File: src/rtl/cpu_run_pkg.sv
// Shared types and constants for the CPU run controller.
package cpu_run_pkg;

    typedef enum logic [2:0] {
        ST_IDLE    = 3'd0,
        ST_HOLD    = 3'd1,
        ST_RUN     = 3'd2,
        ST_DRAIN   = 3'd3,
        ST_DONE    = 3'd4,
        ST_TIMEOUT = 3'd5
    } run_state_e;

    // Bit positions inside the forwarding-enable vector.
    localparam int unsigned FWD_EX_EX  = 0;
    localparam int unsigned FWD_MEM_EX = 1;

    localparam int unsigned DEF_RST_CYCLES   = 10;
    localparam int unsigned DEF_DRAIN_CYCLES = 4;

endpackage

File: src/rtl/sat_counter.sv
// Saturating up-counter with synchronous clear; clear beats increment.
module sat_counter #(
    parameter int unsigned CNT_W = 32
) (
    input  logic             clk,
    input  logic             rst_n,
    input  logic             clr_i,
    input  logic             inc_i,
    output logic [CNT_W-1:0] cnt_o
);

    logic [CNT_W-1:0] cnt_q;
    logic [CNT_W-1:0] cnt_d;

    // Next count: clear, else increment unless already at all-ones.
    always_comb begin
        cnt_d = cnt_q;
        if (clr_i) begin
            cnt_d = '0;
        end else if (inc_i && !(&cnt_q)) begin
            cnt_d = cnt_q + CNT_W'(1);
        end
    end

    // Count register with synchronous active-low reset.
    always_ff @(posedge clk) begin
        if (!rst_n) begin
            cnt_q <= '0;
        end else begin
            cnt_q <= cnt_d;
        end
    end

    assign cnt_o = cnt_q;

endmodule

File: src/rtl/cpu_run_ctrl.sv
// Run controller: CPU reset window, forwarding enables, halt/drain/timeout
// detection, run statistics and an optional forwarding-off/on sweep.
module cpu_run_ctrl
    import cpu_run_pkg::*;
#(
    parameter int unsigned RST_CYCLES   = DEF_RST_CYCLES,
    parameter int unsigned DRAIN_CYCLES = DEF_DRAIN_CYCLES,
    parameter int unsigned MAX_CYCLES   = 65535,
    parameter int unsigned CNT_W        = 32,
    parameter int unsigned FWD_W        = 2
) (
    input  logic             clk,
    input  logic             rst,
    input  logic             start,
    input  logic             sweep,
    input  logic [FWD_W-1:0] fwd_mask,
    input  logic             halt_i,
    input  logic             retire_i,
    input  logic             stall_i,
    output logic             cpu_rst,
    output logic [FWD_W-1:0] forwarding_EN,
    output logic             busy,
    output logic             done,
    output logic             timeout,
    output logic [CNT_W-1:0] cycle_cnt,
    output logic [CNT_W-1:0] retire_cnt,
    output logic [CNT_W-1:0] stall_cnt,
    output logic [CNT_W-1:0] base_cycle_cnt
);

    localparam int unsigned TMR_MAX = (RST_CYCLES > DRAIN_CYCLES) ? RST_CYCLES : DRAIN_CYCLES;
    localparam int unsigned TMR_W   = $clog2(TMR_MAX + 1);
    localparam logic [TMR_W-1:0] HOLD_LAST  = TMR_W'(RST_CYCLES - 1);
    localparam logic [TMR_W-1:0] DRAIN_LAST = TMR_W'(DRAIN_CYCLES - 1);
    localparam logic [63:0]      TMO_AT     = 64'(MAX_CYCLES);

    run_state_e       state_q, state_d;
    logic [TMR_W-1:0] tmr_q, tmr_d;
    logic             pass_q, pass_d;
    logic             sweep_q, sweep_d;
    logic [FWD_W-1:0] mask_q, mask_d;

    logic             cpu_rst_q;
    logic [FWD_W-1:0] fwd_q;
    logic             busy_q, done_q, timeout_q;
    logic [CNT_W-1:0] base_q;

    logic             counting_c, cyc_sat_c, tmo_hit_c;
    logic             start_acc_c, base_ld_c, cnt_clr_c;
    logic [CNT_W-1:0] cyc_nxt_c;

    // Counting window and the edge on which the cycle count reaches the limit.
    always_comb begin
        counting_c = (state_q == ST_RUN) || (state_q == ST_DRAIN);
        cyc_sat_c  = &cycle_cnt;
        cyc_nxt_c  = cyc_sat_c ? cycle_cnt : cycle_cnt + CNT_W'(1);
        tmo_hit_c  = counting_c && !cyc_sat_c && ((64'(cycle_cnt) + 64'd1) == TMO_AT);
    end

    // FSM state and run-context registers.
    always_ff @(posedge clk) begin
        if (!rst) begin
            state_q <= ST_IDLE;
            tmr_q   <= '0;
            pass_q  <= 1'b0;
            sweep_q <= 1'b0;
            mask_q  <= '0;
        end else begin
            state_q <= state_d;
            tmr_q   <= tmr_d;
            pass_q  <= pass_d;
            sweep_q <= sweep_d;
            mask_q  <= mask_d;
        end
    end

    // Next-state logic; timeout outranks halt and drain completion.
    always_comb begin
        state_d     = state_q;
        tmr_d       = tmr_q;
        pass_d      = pass_q;
        sweep_d     = sweep_q;
        mask_d      = mask_q;
        start_acc_c = 1'b0;
        base_ld_c   = 1'b0;
        case (state_q)
            ST_IDLE, ST_DONE, ST_TIMEOUT: begin
                if (start) begin
                    start_acc_c = 1'b1;
                    sweep_d     = sweep;
                    mask_d      = fwd_mask;
                    pass_d      = 1'b0;
                    tmr_d       = '0;
                    state_d     = ST_HOLD;
                end
            end
            ST_HOLD: begin
                if (tmr_q == HOLD_LAST) begin
                    tmr_d   = '0;
                    state_d = ST_RUN;
                end else begin
                    tmr_d = tmr_q + TMR_W'(1);
                end
            end
            ST_RUN: begin
                if (tmo_hit_c) begin
                    state_d = ST_TIMEOUT;
                end else if (halt_i) begin
                    tmr_d   = '0;
                    state_d = ST_DRAIN;
                end
            end
            ST_DRAIN: begin
                if (tmo_hit_c) begin
                    state_d = ST_TIMEOUT;
                end else if (tmr_q == DRAIN_LAST) begin
                    tmr_d = '0;
                    if (sweep_q && !pass_q) begin
                        base_ld_c = 1'b1;
                        pass_d    = 1'b1;
                        state_d   = ST_HOLD;
                    end else begin
                        state_d = ST_DONE;
                    end
                end else begin
                    tmr_d = tmr_q + TMR_W'(1);
                end
            end
            default: state_d = ST_IDLE;
        endcase
        cnt_clr_c = start_acc_c || base_ld_c;
    end

    // Registered outputs derived from the current state.
    always_ff @(posedge clk) begin
        if (!rst) begin
            cpu_rst_q <= 1'b1;
            fwd_q     <= '0;
            busy_q    <= 1'b0;
            done_q    <= 1'b0;
            timeout_q <= 1'b0;
        end else begin
            cpu_rst_q <= !counting_c;
            busy_q    <= (state_q == ST_HOLD) || counting_c;
            done_q    <= (state_q == ST_DONE);
            timeout_q <= (state_q == ST_TIMEOUT);
            if (state_q == ST_HOLD) begin
                fwd_q <= (sweep_q && !pass_q) ? '0 : mask_q;
            end
        end
    end

    // Forwarding-off run length, captured when pass 0 hands over to pass 1.
    always_ff @(posedge clk) begin
        if (!rst) begin
            base_q <= '0;
        end else if (base_ld_c) begin
            base_q <= cyc_nxt_c;
        end else if (start_acc_c) begin
            base_q <= '0;
        end
    end

    sat_counter #(.CNT_W(CNT_W)) u_cycle_cnt (
        .clk   (clk),
        .rst_n (rst),
        .clr_i (cnt_clr_c),
        .inc_i (counting_c),
        .cnt_o (cycle_cnt)
    );

    sat_counter #(.CNT_W(CNT_W)) u_retire_cnt (
        .clk   (clk),
        .rst_n (rst),
        .clr_i (cnt_clr_c),
        .inc_i (counting_c && retire_i),
        .cnt_o (retire_cnt)
    );

    sat_counter #(.CNT_W(CNT_W)) u_stall_cnt (
        .clk   (clk),
        .rst_n (rst),
        .clr_i (cnt_clr_c),
        .inc_i (counting_c && stall_i),
        .cnt_o (stall_cnt)
    );

    assign cpu_rst        = cpu_rst_q;
    assign forwarding_EN  = fwd_q;
    assign busy           = busy_q;
    assign done           = done_q;
    assign timeout        = timeout_q;
    assign base_cycle_cnt = base_q;

endmodule

File: config.mk
export PLATFORM = sky130hd
export DESIGN_NAME = cpu_run_ctrl
export DESIGN_NICKNAME = d
export VERILOG_FILES = /design/src/rtl/cpu_run_pkg.sv /design/src/rtl/sat_counter.sv /design/src/rtl/cpu_run_ctrl.sv
export SDC_FILE = /design/constraint.sdc
export NUM_CORES = 1
export LEC_CHECK = 0
export CAP_MARGIN = 20
export CORE_AREA = 3 3 172 90
export CTS_CLUSTER_DIAMETER = 40
export CTS_CLUSTER_SIZE = 10
export DETAILED_ROUTE_END_ITERATION = 8
export DIE_AREA = 0 0 175 93
export GPL_TIMING_DRIVEN = 0
export HOLD_SLACK_MARGIN = 0.15
export PLACE_DENSITY = 0.79
export RECOVER_POWER = 50
export SLEW_MARGIN = 10
export SYNTH_ARGS = -nofsm -noshare
export SYNTH_HDL_FRONTEND = slang
export SYNTH_SLANG_ARGS = --single-unit
File: constraint.sdc
create_clock -name clk -period 5.15 [get_ports clk]
set_clock_uncertainty 0.1 [all_clocks]
set_input_delay 0.7725 -clock clk [delete_from_list [all_inputs] [get_ports clk]]
set_output_delay 0.7725 -clock clk [all_outputs]
set_load 0.05 [all_outputs]
==> flow_metrics.py, run 1 <==
metrics = {
    "placement": {
        "gp_congestion": 0.968,
        "dpl.hpwl_mm": 15.8,
        "dpl.cell_count": 1222,
        "port_buffers": 142,
        "placed_area_um2": 8980,
    },
    "run_status": {
        "outcome": "complete, no violations",
    },
    "drt": {
        "drt_pass1_iterations": 6,
        "drc": 0,
        "routed-via-count": 6896,
        "finalWirelength_mm": 21.1,
        "detail-route-antenna-nets": 0,
        "viasPerCell": 5.50,
        "drt_iter0_markers": 630,
        "wl_per_cell_um": 16.8,
    },
    "critical_path": {
        "slowest_stage": "nor4_1",
        "crit_chain": "ha_1 -> nand3_1 -> nor4_1 -> nand2_1 -> a2111o_1 -> or4_4 -> nor4_1 -> clkbuf_1 -> clkbuf_1 -> o21ai_0 -> a21oi_1",
        "path_max_fanout": 10,
        "end_kind": "register",
        "cp.required_ns": 5.38,
        "critPathKind": "register to register",
        "start_kind": "register",
        "crit_arrival_ns": 5.01,
        "critical_path.max_stage_delay_ns": 0.62,
    },
    "global_route": {
        "grt_pass1_vias": 5884,
        "met1_usage_pct": 41.2,
        "antenna_found_initial": 0,
        "grt_start_max_net_pins": 17,
        "grt-busiest-layer": "met1",
        "grt_first_pass_wirelength_mm": 32.5,
        "use_met3_pct": 7.42,
        "track_usage_pct": 25.2,
        "use_met2_pct": 31.4,
        "gr-total-overflow": 0,
    },
    "pwr": {
        "irDropWorstVdd_mv": 0.225,
        "fin_total_pwr_w": 0.00276,
        "power_per_cell_area_nw_per_um2": 289,
        "power_leakage_nw": 3.62,
    },
    "sta": {
        "setup_viol": 0,
        "max_slew_margin_pct": 38.3,
        "hold_viol_final": 0,
        "final.setup.tns_ns": 0,
        "fmax_mhz": 209,
        "final_max_slew_viol_count": 0,
        "worst_pin_slew_ns": 0.917,
        "rsz0062_at_grt": "no",
        "post-route-period-util_pct": 92.8,
        "hold_slack_ns": 0.366,
        "finalCriticalPeriod_ns": 4.78,
    },
    "synth": {
        "synthFlopType": "dfxtp_1",
        "avgSynthCellArea_um2": 8.28,
        "async_flop_share_pct": 0,
        "ys_warn_count": 0,
        "ys_ff_latch": 145,
        "synth.cell_area_um2": 7310,
        "yosysSeqAreaShare_pct": 39.7,
        "synth_nets": 897,
        "synth_edf_count": 0,
        "syn_inst": 882,
        "yosysUniqueCellTypes": 60,
    },
    "floorplanning": {
        "initial_core_util_pct": 51.5,
        "boundaryPins": 143,
        "core_um2": 14200,
        "die_area_um2": 16300,
        "dieWidth_um": 175,
        "row_count": 31,
        "die_h_um": 93,
    },
    "run": {
        "drv_cap": 0,
    },
    "layout": {
        "finalInstanceArea_um2": 9550,
        "fin_cells": 1254,
        "drive_above_1_share_pct": 6.91,
        "layout.nets": 1059,
        "fill_cells": 1248,
        "area_growth_pct": 30.7,
        "antenna_cells": 0,
    },
    "min_path": {
        "min_path_type": "register to register",
    },
    "clock_tree": {
        "postCtsSetupBuffers": 0,
        "cts_root_buffer": "clkbuf_16",
        "htree_levels": 4,
        "worstSkewPairLatency_ns": 0.42,
        "clock_path_buffers": 2,
        "cts_resized": 0,
        "cts_buffers": 17,
        "hold_buffers": 0,
        "cts_tree": "yes",
        "clk_pin_slew_ns": 0.06,
        "clock_sinks": 145,
    },
}
[metal layers]
| layer | part of all wire, % | vias up |
|---|---|---|
| li1 | - | 3358 |
| met1 | 53 | 3231 |
| met2 | 37 | 293 |
| met3 | 9.5 | 14 |
| met4 | 0.72 | 0 |
| met5 | 0 | - |
[report_power, final]
group | total [W] | internal [W] | leakage [nW] | switching [W]
registers | 0.00116 | 0.00114 | 1.17 | 0.0000145
clock network | 0.00120 | 0.000710 | 0.264 | 0.000495
logic | 0.000397 | 0.000113 | 2.19 | 0.000284
total | 0.00276 | 0.00197 | 3.62 | 0.000793
[cell type report]
cell class              instances  area [µm²]  share of cell area (%)
multi-input cells             664        4060                    42.5
flip-flops and latches        145        2900                    30.4
repair buffers                143        1430                    14.9
clock buffers                  18         429                    4.49
plain buffers                  58         288                    3.01
well taps                     198         248                    2.59
clock inverters                13         139                    1.45
inverters                      15        56.3                   0.590
[critical path, delay by kind of cell (launching register included)]
| family | cells | cell delay (ns) |
|---|---|---|
| AND/OR/NAND/NOR | 5 | 2.21 |
| buffers and inverters | 2 | 0.88 |
| AO/OA/AOI/OAI | 3 | 0.83 |
| flip-flops | 1 | 0.40 |
| adder cells (fa/ha/maj) | 1 | 0.28 |
[state kept, by name, summed over array words and instances (netlist names)]
signal	count
state_q	3
mask_q	2
u_stall_cnt.cnt_o	32
tmr_q	4
timeout	1
forwarding_EN	2
u_cycle_cnt.cnt_o	32
base_cycle_cnt	32
sweep_q	1
pass_q	1
busy	1
u_retire_cnt.cnt_o	32
done	1
cpu_rst	1
[cells in the mapped netlist, drive strengths merged, types with 3 or more instances]
library cell | instances | area share, %
a211oi | 4 | 0.41
a21oi | 24 | 1.7
a22o | 24 | 2.9
a31oi | 3 | 0.26
and2 | 8 | 0.68
and3 | 7 | 0.60
and4 | 8 | 0.96
buf | 21 | 2.0
clkbuf | 37 | 1.9
dfxtp | 145 | 40
ha | 6 | 1.0
inv | 15 | 0.77
mux2i | 6 | 0.82
nand2 | 85 | 4.4
nand2b | 8 | 0.68
nand3 | 46 | 3.3
nand3b | 3 | 0.31
nand4 | 29 | 2.8
nand4b | 3 | 0.36
nor2 | 159 | 9.2
nor2b | 5 | 0.43
nor3 | 23 | 1.6
nor4 | 16 | 1.4
o211ai | 8 | 0.82
o21a | 3 | 0.31
o21ai | 18 | 1.2
o31ai | 3 | 0.31
or2 | 6 | 0.51
or3 | 11 | 0.94
or4 | 10 | 1.1
xnor2 | 59 | 7.1
xor2 | 55 | 6.6
[cells by family after synthesis]
group / count (synthesis) / share of synthesized area [%]
DFF: 145 / 39.7
AOI/OAI and AO/OA: 107 / 10.3
and+or+nand+nor: 430 / 29.6
xor gates and xnor gates: 114 / 13.7
buffers and inverters: 73 / 4.71
muxes: 7 / 0.976
adders and majority gates: 6 / 1.03
[stage by stage]
stage	util, %	setup slack (ns)
after floorplan	-	0.813
after global placement	63.2	0.522
after detailed placement	63.2	0.513
after CTS	67.2	0.493
after global routing	67.3	0.122
final	67.3	0.370
[final timing paths]
check | cells after the start | to | start | slack (ns)
min reg2reg | 2 | pass_q | pass_q | 0.37
max reg2reg | 11 | tmr_q[1] | u_cycle_cnt.cnt_o[1] | 0.37
min | 2 | pass_q | pass_q | 0.37
max | 11 | tmr_q[1] | u_cycle_cnt.cnt_o[1] | 0.37
[cells in the final DEF, fill, tap and decap left out, drive strengths merged, types with 4 or more instances in the layout]
| cell | instances |
|---|---|
| a211oi | 4 |
| a21oi | 24 |
| a22o | 24 |
| and2 | 8 |
| and3 | 7 |
| and4 | 8 |
| buf | 21 |
| clkbuf | 56 |
| clkdlybuf4s50 | 11 |
| clkinv | 5 |
| clkinvlp | 5 |
| dfxtp | 145 |
| dlygate4sd3 | 131 |
| ha | 6 |
| inv | 16 |
| mux2i | 6 |
| nand2 | 85 |
| nand2b | 8 |
| nand3 | 46 |
| nand4 | 29 |
| nor2 | 159 |
| nor2b | 5 |
| nor3 | 23 |
| nor4 | 16 |
| o211ai | 8 |
| o21ai | 18 |
| or2 | 6 |
| or3 | 11 |
| or4 | 10 |
| xnor2 | 59 |
| xor2 | 55 |
No activity file was read; power rests on OpenSTA's default activity.
==> inputs of run 2 (changes only) <==
Settings changed: CAP_MARGIN 20 to unset, CTS_CLUSTER_DIAMETER 40 to 100, CTS_CLUSTER_SIZE 10 to 25.
==> run 2 against run 1 <==
  * Sequential share of layout area barely moved
  * First-iteration DRC count is 8.3% higher
  * Via count down 0.58%
==> flow_metrics.py, run 2 (same netlist as run 1, synthesis figures left out) <==
metrics = {
    "critical_path": {
        "critPathKind": "register to register",
        "cp.required_ns": 5.38,
        "start_kind": "register",
        "crit_arrival_ns": 4.99,
        "end_kind": "register",
        "path_max_fanout": 10,
        "r2r_setup_slack_ns": 0.39,
    },
    "run": {
        "drv_cap": 0,
    },
    "global_route": {
        "antenna_found_initial": 0,
        "gr-total-overflow": 0,
        "grt_start_max_net_pins": 17,
        "track_usage_pct": 25.2,
        "grt_pass1_vias": 5884,
        "grt_first_pass_wirelength_mm": 32.5,
    },
    "pwr": {
        "power_per_cell_area_nw_per_um2": 289,
        "power_leakage_nw": 3.61,
        "irDropWorstVdd_mv": 0.226,
    },
    "sta": {
        "final_max_slew_viol_count": 0,
        "fmax_mhz": 210,
        "post-route-period-util_pct": 92.4,
        "rsz0062_at_grt": "no",
        "worst_pin_slew_ns": 1.08,
        "hold_viol_final": 0,
        "max_slew_margin_pct": 27.3,
        "final.setup.tns_ns": 0,
        "finalCriticalPeriod_ns": 4.76,
        "setup_viol": 0,
    },
    "placement": {
        "dpl.hpwl_mm": 15.8,
        "gp_congestion": 0.968,
        "port_buffers": 142,
    },
    "clock_tree": {
        "worstSkewPairLatency_ns": 0.42,
        "postCtsSetupBuffers": 0,
        "clock_sinks": 145,
        "clk_pin_slew_ns": 0.06,
        "cts_resized": 0,
        "cts_tree": "yes",
        "clock_path_buffers": 2,
        "cts_root_buffer": "clkbuf_16",
        "cts_buffers": 17,
        "hold_buffers": 0,
        "htree_levels": 4,
    },
    "layout": {
        "finish.utilization_pct": 67.2,
        "layout.nets": 1058,
        "antenna_cells": 0,
        "layout_commonest_cell": "nor2_1",
        "drive_above_1_share_pct": 6.82,
        "area_growth_pct": 30.6,
        "final_cell_mix": "149 x nor2_1, 145 x dfxtp_1, 131 x dlygate4sd3_1",
    },
    "drt": {
        "detail-route-antenna-nets": 0,
        "finalWirelength_mm": 21.0,
        "wl_per_cell_um": 16.8,
        "routed-via-count": 6856,
        "drt_iter0_markers": 682,
        "viasPerCell": 5.47,
        "drc": 0,
        "drt_pass1_iterations": 5,
    },
    "floorplanning": {
        "core_um2": 14200,
        "die_area_um2": 16300,
        "boundaryPins": 143,
        "dieWidth_um": 175,
        "row_count": 31,
        "die_h_um": 93,
        "initial_core_util_pct": 51.5,
    },
    "run_status": {
        "outcome": "complete, no violations",
    },
    "min_path": {
        "min_path_type": "register to register",
    },
}
-- run 2: cell types whose count changed in the layout (fill, tap and decap cells not counted) --
cell and delta:
buf_2 -1
-- run 2: worst paths after layout --
kind | startpoint | to | cells after the start
setup reg to reg | u_cycle_cnt.cnt_o[1] | tmr_q[1] | 11
hold / removal | pass_q | pass_q | 2
setup / recovery | u_cycle_cnt.cnt_o[1] | tmr_q[1] | 11
hold reg to reg | pass_q | pass_q | 2
-- run 2: area by class of cell --
cell class	instances	area [µm²]
Tap cell	198	248
Sequential cell	145	2900
Clock buffer	18	429
Buffer	58	288
Multi-Input combinational cell	664	4060
Inverter	15	56.3
Clock inverter	13	139
Fill cell	1250	4650
Timing Repair Buffer	142	1420
-- run 2: report_power, final --
group          leakage, nW  switching [W]  internal (W)
Combinational         2.18       0.000281      0.000113
Sequential            1.17      0.0000145       0.00114
Clock                0.264       0.000498      0.000710
Total                 3.61       0.000794       0.00197
-- run 2: layer usage --
layer	up-vias	global-route usage (%)	routed length, µm
met5	-	0	0
met3	16	7.42	1990
met4	0	4.71	150
met2	290	31.4	7810
li1	3364	-	-
met1	3186	41.2	11100
-- run 2: metrics by stage --
step / hold slack, ns / setup WS [ns] / power (W) / instances / cell area, µm²
3_5_place_dp: 0.351 / 0.513 / 0.00158 / 1222 / 8980
3_3_place_gp: 0.342 / 0.522 / 0.00157 / 1222 / 8980
2_1_floorplan: 0.328 / 0.813 / 0.00146 / 882 / 7310
5_1_grt: 0.394 / 0.122 / 0.00286 / 1253 / 9540
4_1_cts: 0.366 / 0.493 / 0.00277 / 1253 / 9540
6_report: 0.365 / 0.390 / 0.00276 / 1253 / 9540
-- run 2: critical path: stages, from the launching register on --
cell and delay, ns:
dfxtp_1 0.40, ha_1 0.27, nand3_1 0.32, nor4_1 0.62
nand2_1 0.34, a2111o_1 0.49, or4_4 0.53, nor4_1 0.39
clkbuf_1 0.44, clkbuf_1 0.44, o21ai_0 0.17, a21oi_1 0.16
